--- src/rtl/uart_rx_ctrl.sv ---
// rtl/uart_rx_ctrl.sv - parametrised UART receiver with majority voting and a valid/ready holding register
// Frames are sampled 3x around mid-bit and then delivered through a single-entry output register.
module uart_rx_ctrl #(
  parameter int DIVISOR    = 16,
  parameter int DATA_BITS  = 8,
  parameter int PARITY_EN  = 1,
  parameter int PARITY_ODD = 0,
  parameter int STOP_BITS  = 1
) (
  input  logic                 clk,
  input  logic                 RSTn,
  input  logic                 RX,
  output logic [DATA_BITS-1:0] data_out,
  output logic                 data_valid,
  input  logic                 data_ready,
  output logic                 frame_error,
  output logic                 parity_error,
  output logic                 overrun,
  output logic                 busy
);

  localparam int CW = $clog2(DIVISOR);
  localparam int IW = $clog2(DATA_BITS);
  localparam int H  = DIVISOR / 2;

  localparam logic [CW-1:0] C_PRE  = CW'(H - 1);
  localparam logic [CW-1:0] C_MID  = CW'(H);
  localparam logic [CW-1:0] C_DEC  = CW'(H + 1);
  localparam logic [CW-1:0] C_LAST = CW'(DIVISOR - 1);
  localparam logic [IW-1:0] IDX_LAST  = IW'(DATA_BITS - 1);
  localparam logic          STOP_LAST = 1'(STOP_BITS - 1);
  localparam logic          PAR_ODD   = (PARITY_ODD != 0);

  typedef enum logic [2:0] {
    IDLE,
    START,
    DATA,
    PARITY,
    STOP
  } state_t;

  state_t               state;
  logic                 rx_meta;
  logic                 rxs;
  logic [CW-1:0]        cnt;
  logic [IW-1:0]        bit_idx;
  logic                 stop_idx;
  logic                 s0;
  logic                 s1;
  logic [DATA_BITS-1:0] data_sr;
  logic                 perr;
  logic                 ferr;

  logic maj;
  logic at_dec;
  logic at_last;
  logic frame_done;
  logic accept;
  logic can_load;

  // Two-flop synchroniser; idles high so reset does not look like a start bit.
  always_ff @(posedge clk or negedge RSTn) begin
    if (!RSTn) begin
      rx_meta <= 1'b1;
      rxs     <= 1'b1;
    end else begin
      rx_meta <= RX;
      rxs     <= rx_meta;
    end
  end

  assign maj        = (s0 & s1) | (s0 & rxs) | (s1 & rxs);
  assign at_dec     = (cnt == C_DEC);
  assign at_last    = (cnt == C_LAST);
  assign frame_done = (state == STOP) && at_dec && (stop_idx == STOP_LAST);

  always_ff @(posedge clk or negedge RSTn) begin
    if (!RSTn) begin
      state    <= IDLE;
      busy     <= 1'b0;
      cnt      <= '0;
      bit_idx  <= '0;
      stop_idx <= 1'b0;
      s0       <= 1'b1;
      s1       <= 1'b1;
      data_sr  <= '0;
      perr     <= 1'b0;
      ferr     <= 1'b0;
    end else begin
      if (cnt == C_PRE) s0 <= rxs;
      if (cnt == C_MID) s1 <= rxs;

      case (state)
        IDLE: begin
          cnt <= '0;
          if (!rxs) begin
            state    <= START;
            busy     <= 1'b1;
            bit_idx  <= '0;
            stop_idx <= 1'b0;
            perr     <= 1'b0;
            ferr     <= 1'b0;
          end
        end

        START: begin
          cnt <= at_last ? '0 : cnt + 1'b1;
          // A start bit that votes high was noise; drop back without side effects.
          if (at_dec && maj) begin
            state <= IDLE;
            busy  <= 1'b0;
            cnt   <= '0;
          end else if (at_last) begin
            state <= DATA;
          end
        end

        DATA: begin
          cnt <= at_last ? '0 : cnt + 1'b1;
          if (at_dec) data_sr <= {maj, data_sr[DATA_BITS-1:1]};
          if (at_last) begin
            if (bit_idx == IDX_LAST) state <= (PARITY_EN != 0) ? PARITY : STOP;
            else bit_idx <= bit_idx + 1'b1;
          end
        end

        PARITY: begin
          cnt <= at_last ? '0 : cnt + 1'b1;
          if (at_dec) perr <= (^data_sr) ^ maj ^ PAR_ODD;
          if (at_last) state <= STOP;
        end

        STOP: begin
          cnt <= at_last ? '0 : cnt + 1'b1;
          if (at_last) stop_idx <= stop_idx + 1'b1;
          if (at_dec && !maj) ferr <= 1'b1;
          // Leaving at mid final stop bit leaves half a bit to resync on the next start edge.
          if (frame_done) begin
            state <= IDLE;
            busy  <= 1'b0;
            cnt   <= '0;
          end
        end

        default: begin
          state <= IDLE;
          busy  <= 1'b0;
          cnt   <= '0;
        end
      endcase
    end
  end

  assign accept   = data_valid && data_ready;
  assign can_load = !data_valid || data_ready;

  always_ff @(posedge clk or negedge RSTn) begin
    if (!RSTn) begin
      data_out     <= '0;
      data_valid   <= 1'b0;
      frame_error  <= 1'b0;
      parity_error <= 1'b0;
      overrun      <= 1'b0;
    end else begin
      if (accept) begin
        data_valid <= 1'b0;
        overrun    <= 1'b0;
      end
      if (frame_done) begin
        if (can_load) begin
          data_out     <= data_sr;
          data_valid   <= 1'b1;
          frame_error  <= ferr | ~maj;
          parity_error <= perr;
        end else begin
          overrun <= 1'b1;
        end
      end
    end
  end

endmodule
--- config.mk ---
export PLATFORM = sky130hd
export DESIGN_NAME = uart_rx_ctrl
export DESIGN_NICKNAME = d
export VERILOG_FILES = /design/src/rtl/uart_rx_ctrl.sv
export SDC_FILE = /design/constraint.sdc
export NUM_CORES = 1
export LEC_CHECK = 0
export CAP_MARGIN = 15
export CORE_AREA = 2 2 60 62
export CTS_CLUSTER_SIZE = 8
export DETAILED_ROUTE_END_ITERATION = 6
export DIE_AREA = 0 0 62 64
export PLACE_DENSITY = 0.77
export SETUP_SLACK_MARGIN = 0.5
export SYNTH_ARGS = -nofsm -noshare
export SYNTH_HDL_FRONTEND = slang
export SYNTH_SLANG_ARGS = --single-unit
--- constraint.sdc ---
create_clock -name clk -period 2.1 [get_ports clk]
set_clock_uncertainty 0.1 [all_clocks]
set_input_delay 0.42 -clock clk [delete_from_list [all_inputs] [get_ports clk]]
set_output_delay 0.42 -clock clk [all_outputs]
set_load 0.005 [all_outputs]
==> impl_summary.txt <==
----------------------------------------------------
[Place]
  Last weighted congestion value of the routability-driven placer ... 0.753
  I/O Buffers ... 16
  # placed instances ... 207
  Half-perimeter wire length after detailed placement ... 2.22 mm

[Global routing]
  Tot GR Track Use ... 20.1%
  Number of global-route vias before repair ... 1,262
  Wire length of the first global-routing pass ... 5.94 mm
  Initial antenna violation count ... 0
  Overflow left after global routing ... 0
  Maximum number of pins on one net before global-route repair ... 39

[Min path]
  Worst min path class ... input port to async pin

[Routing]
  Vias ... 1,267
  Initial DRT Pass Iterations ... 5
  Total length of routed met3 wires ... 175 um
  Drc violations ... 0
  DRT iter0 DRCs ... 80
  Detailed-routing wirelength on met1 ... 1.68 mm
  Wire length after detailed routing ... 3.78 mm
  Via density per instance ... 5.51
  Final routed wire length divided by cell count ... 16.4 um
  Met2 routed wirelength ... 1.86 mm
  Highest routing layer actually used ... met4
  Count of nets left with antenna violations after detail routing ... 0

[STA]
  Final hold violations ... 0
  Unrepaired setup endpoints after global routing ... yes
  Peak Freq ... 526 MHz
  Final period demand of the worst path ... 1900 ps
  Final clock period utilization by the worst path ... 90.5%
  Slew of the pin with the lowest slew margin ... 828 ps
  Final Slew Violations ... 0
  Tightest slew margin relative to the limit ... 44.8%
  Final Setup Violations ... 0
  Sum Neg Setup Slack ... 0 ps

[Final layout]
  Most common library cell in the layout ignoring fill and taps ... sky130_fd_sc_hd__dfrtp_1
  Share of post-route cells with drive strength above 1 ... 39.7%
  Diodes inserted ... 0
  Fillcell total ... 214
  Signed area change from the synthesized netlist to the final layout ... 32.3%
  Highest-count cells in the layout ignoring fill and taps ... sky130_fd_sc_hd__dfrtp_1, sky130_fd_sc_hd__buf_4, sky130_fd_sc_hd__dlygate4sd2_1
  Final std cells w/o fill ... 230
  Final net count ... 192

[Setup path]
  Longest individual stage delay on the worst path ... 420 ps
  End point of the critical path ... data_out[3]
  Number of cells traversed by the worst register-to-register path ... 7
  Critical register-to-register path endpoint ... data_out[3]
  Count of cell instances traversed by the critical path ... 7
  Maximum net fanout on the critical path ... 5
  Library cell contributing the largest single delay on the critical path ... sky130_fd_sc_hd__dfrtp_1
  Startpoint of the worst-slack reg-to-reg timing path ... cnt[1]
  Count of buffer and inverter cells on the critical path ... 2
  Cells along the critical path ... inv_2 -> ha_4 -> and3b_2 -> nor3b_4 -> o21a_4 -> buf_12 -> mux2_4
  Cell family contributing the most delay on the critical path ... simple AND/OR/NAND/NOR gates
  Data arrival time of the worst path ... 2020 ps
  Capturing element type of the critical path ... register
  Type of origin of the critical path ... register
  First element of the critical path ... cnt[1]
  CP Data Required Time ... 2220 ps
  Class of the most critical setup path ... register to register
  Register-to-register setup slack ... 200 ps

[Logic synthesis]
  Number of warnings issued by yosys ... 0
  Net count after synthesis ... 154
  Area leader, netlist ... sky130_fd_sc_hd__dfrtp_1
  Async S/R FF share, synth ... 100%
  Synthesized area divided by synthesized cell count ... 12.2 um^2
  Gate count of the mapped netlist ... 145
  Post-synth top flop ... sky130_fd_sc_hd__dfrtp_1
  EDFF count, synth ... 0
  Library cells used by synthesis ... 40
  Area share of the largest cell type after synthesis ... 48.2%
  Sequential-to-total area share from yosys stat ... 54.1%
  Most area-consuming cells after synthesis ... sky130_fd_sc_hd__dfrtp_1, sky130_fd_sc_hd__mux2_2, sky130_fd_sc_hd__dfstp_2
  Seq cells post-synth ... 38
  Netlist area before placement ... 1770 um^2

[Floorplanning]
  Cell row count ... 21
  Effective utilization at floorplan ... 53.8%
  Overall die area ... 3970 um^2
  Total I/O pin count ... 17
  Die Height ... 64 um
  Total core area ... 3280 um^2
  X dimension of the die ... 62 um

[Clocking]
  Clock buffers created by TritonCTS ... 5
  H-Tree Level Count ... 2
  Max Root-Sink Buffers ... 2
  Library cell used as clock root buffer ... sky130_fd_sc_hd__clkbuf_4
  Clk sink count ... 38
  Clock network latency to the later pin of the worst-skew pair ... 340 ps
  Clock tree from TritonCTS ... built
  Clock-pin slew of the registers on the worst-case setup and hold paths ... 100 ps

[Power and ir drop]
  Psw ... 644 uW
  Maximum vdd drop ... 542 uV
  Share of total power in combinational logic ... 31.3%
  Cell-internal power ... 1430 uW
  Reported leakage power ... 0.00112 uW
  Clock group share of total power ... 24.8%
  Pwr Density ... 886 nW/um^2
  Switching share of power ... 31.1%
  Share of total power in sequential cells ... 43.9%

[Flow run]
  Total of max-cap violations ... 0

[Status]
  Outcome ... finished, final reports clean

----------------------------------------------------
final cells by class:
cell class / count / area [um^2] / share of cell area [%]
Clock inverter: 1 / 30.0 / 1.29
Clock buffer: 7 / 55.1 / 2.36
Sequential cell: 38 / 957 / 41.0
Timing Repair Buffer: 37 / 329 / 14.1
Inverter: 7 / 26.3 / 1.12
Tap cell: 46 / 57.6 / 2.46
Multi-Input combinational cell: 94 / 881 / 37.7
synth_stat cells (3+ instances only):
cell type and instances:
sky130_fd_sc_hd__nor2_1 7, sky130_fd_sc_hd__a22o_1 3, sky130_fd_sc_hd__ha_1 5, sky130_fd_sc_hd__o21ai_0 8, sky130_fd_sc_hd__dfstp_2 4, sky130_fd_sc_hd__nand2_1 7, sky130_fd_sc_hd__inv_1 7, sky130_fd_sc_hd__mux2_2 19
sky130_fd_sc_hd__xnor2_1 7, sky130_fd_sc_hd__a21oi_1 3, sky130_fd_sc_hd__dfrtp_1 34, sky130_fd_sc_hd__nand3_1 6, sky130_fd_sc_hd__nand3b_1 3
timing repair:
action	CTS	global route
gates resized for setup	40	9
hold buffers	0	0
pin swaps	1	5
setup buffers	9	5
setup endpoints to repair	39	30
cloned	1	0
routing by layer:
metal  vias up  GRT usage (%)
li1        589              -
met1       632           27.2
met2        38           31.6
met3         8           4.86
met4         0           5.85
met5         -              0
cell families (layout without fill, tap and decap cells):
kind of cell | count (synthesis) | after routing | synth area share (%)
xor+xnor | 10 | 10 | 5.74
fa+ha+maj | 6 | 6 | 4.11
compound gates | 23 | 23 | 8.93
flops | 38 | 38 | 54.1
simple gates | 36 | 36 | 11.1
buf+inv | 13 | 52 | 3.83
mux | 19 | 19 | 12.1
worst reg2reg max path: cells and delay by family (launching register included):
kind / cells / cell delay (ps)
flops: 1 / 420
compound gates: 1 / 200
fa+ha+maj: 1 / 110
buf+inv: 2 / 220
mux: 1 / 300
simple gates: 2 / 430
worst min-delay path by stage:
stage	from	to	slack, ps	cells after the start
2_1_floorplan	RSTn	bit_idx[0]	20	0
3_3_place_gp	rx_meta	rxs	250	0
3_5_place_dp	rx_meta	rxs	250	0
4_1_cts	RSTn	parity_error	90	1
5_1_grt	RSTn	cnt[3]	110	1
6_report	RSTn	cnt[3]	80	1
sequential cells by signal (all words and copies together) (netlist names), 3 cells and up:
| signal | cells |
|---|---|
| data_sr | 8 |
| cnt | 4 |
| bit_idx | 3 |
| state | 3 |
| data_out | 8 |
power groups by stage:
stage               combinational (uW)  clock, uW  sequential (uW)
floorplan                          355          0              900
global placement                   470          0              910
detailed placement                 495          0              917
CTS                                554        519              910
global route                       710        559              922
finish                             648        513              909
per-stage QoR:
stage / cell area (um^2) / setup slack (ps) / total power, uW / hold WS [ps] / utilization [%]
2_1_floorplan: 1780 / 256 / 1260 / 24.4 / -
3_3_place_gp: 2000 / 210 / 1380 / 246 / 60.8
3_5_place_dp: 2000 / 97.1 / 1410 / 247 / 60.8
4_1_cts: 2270 / 227 / 1980 / 94.0 / 69.1
5_1_grt: 2340 / 136 / 2190 / 110 / 71.1
6_report: 2340 / 199 / 2070 / 77.7 / 71.1
Note: power is estimated with default switching activity, not from simulation.
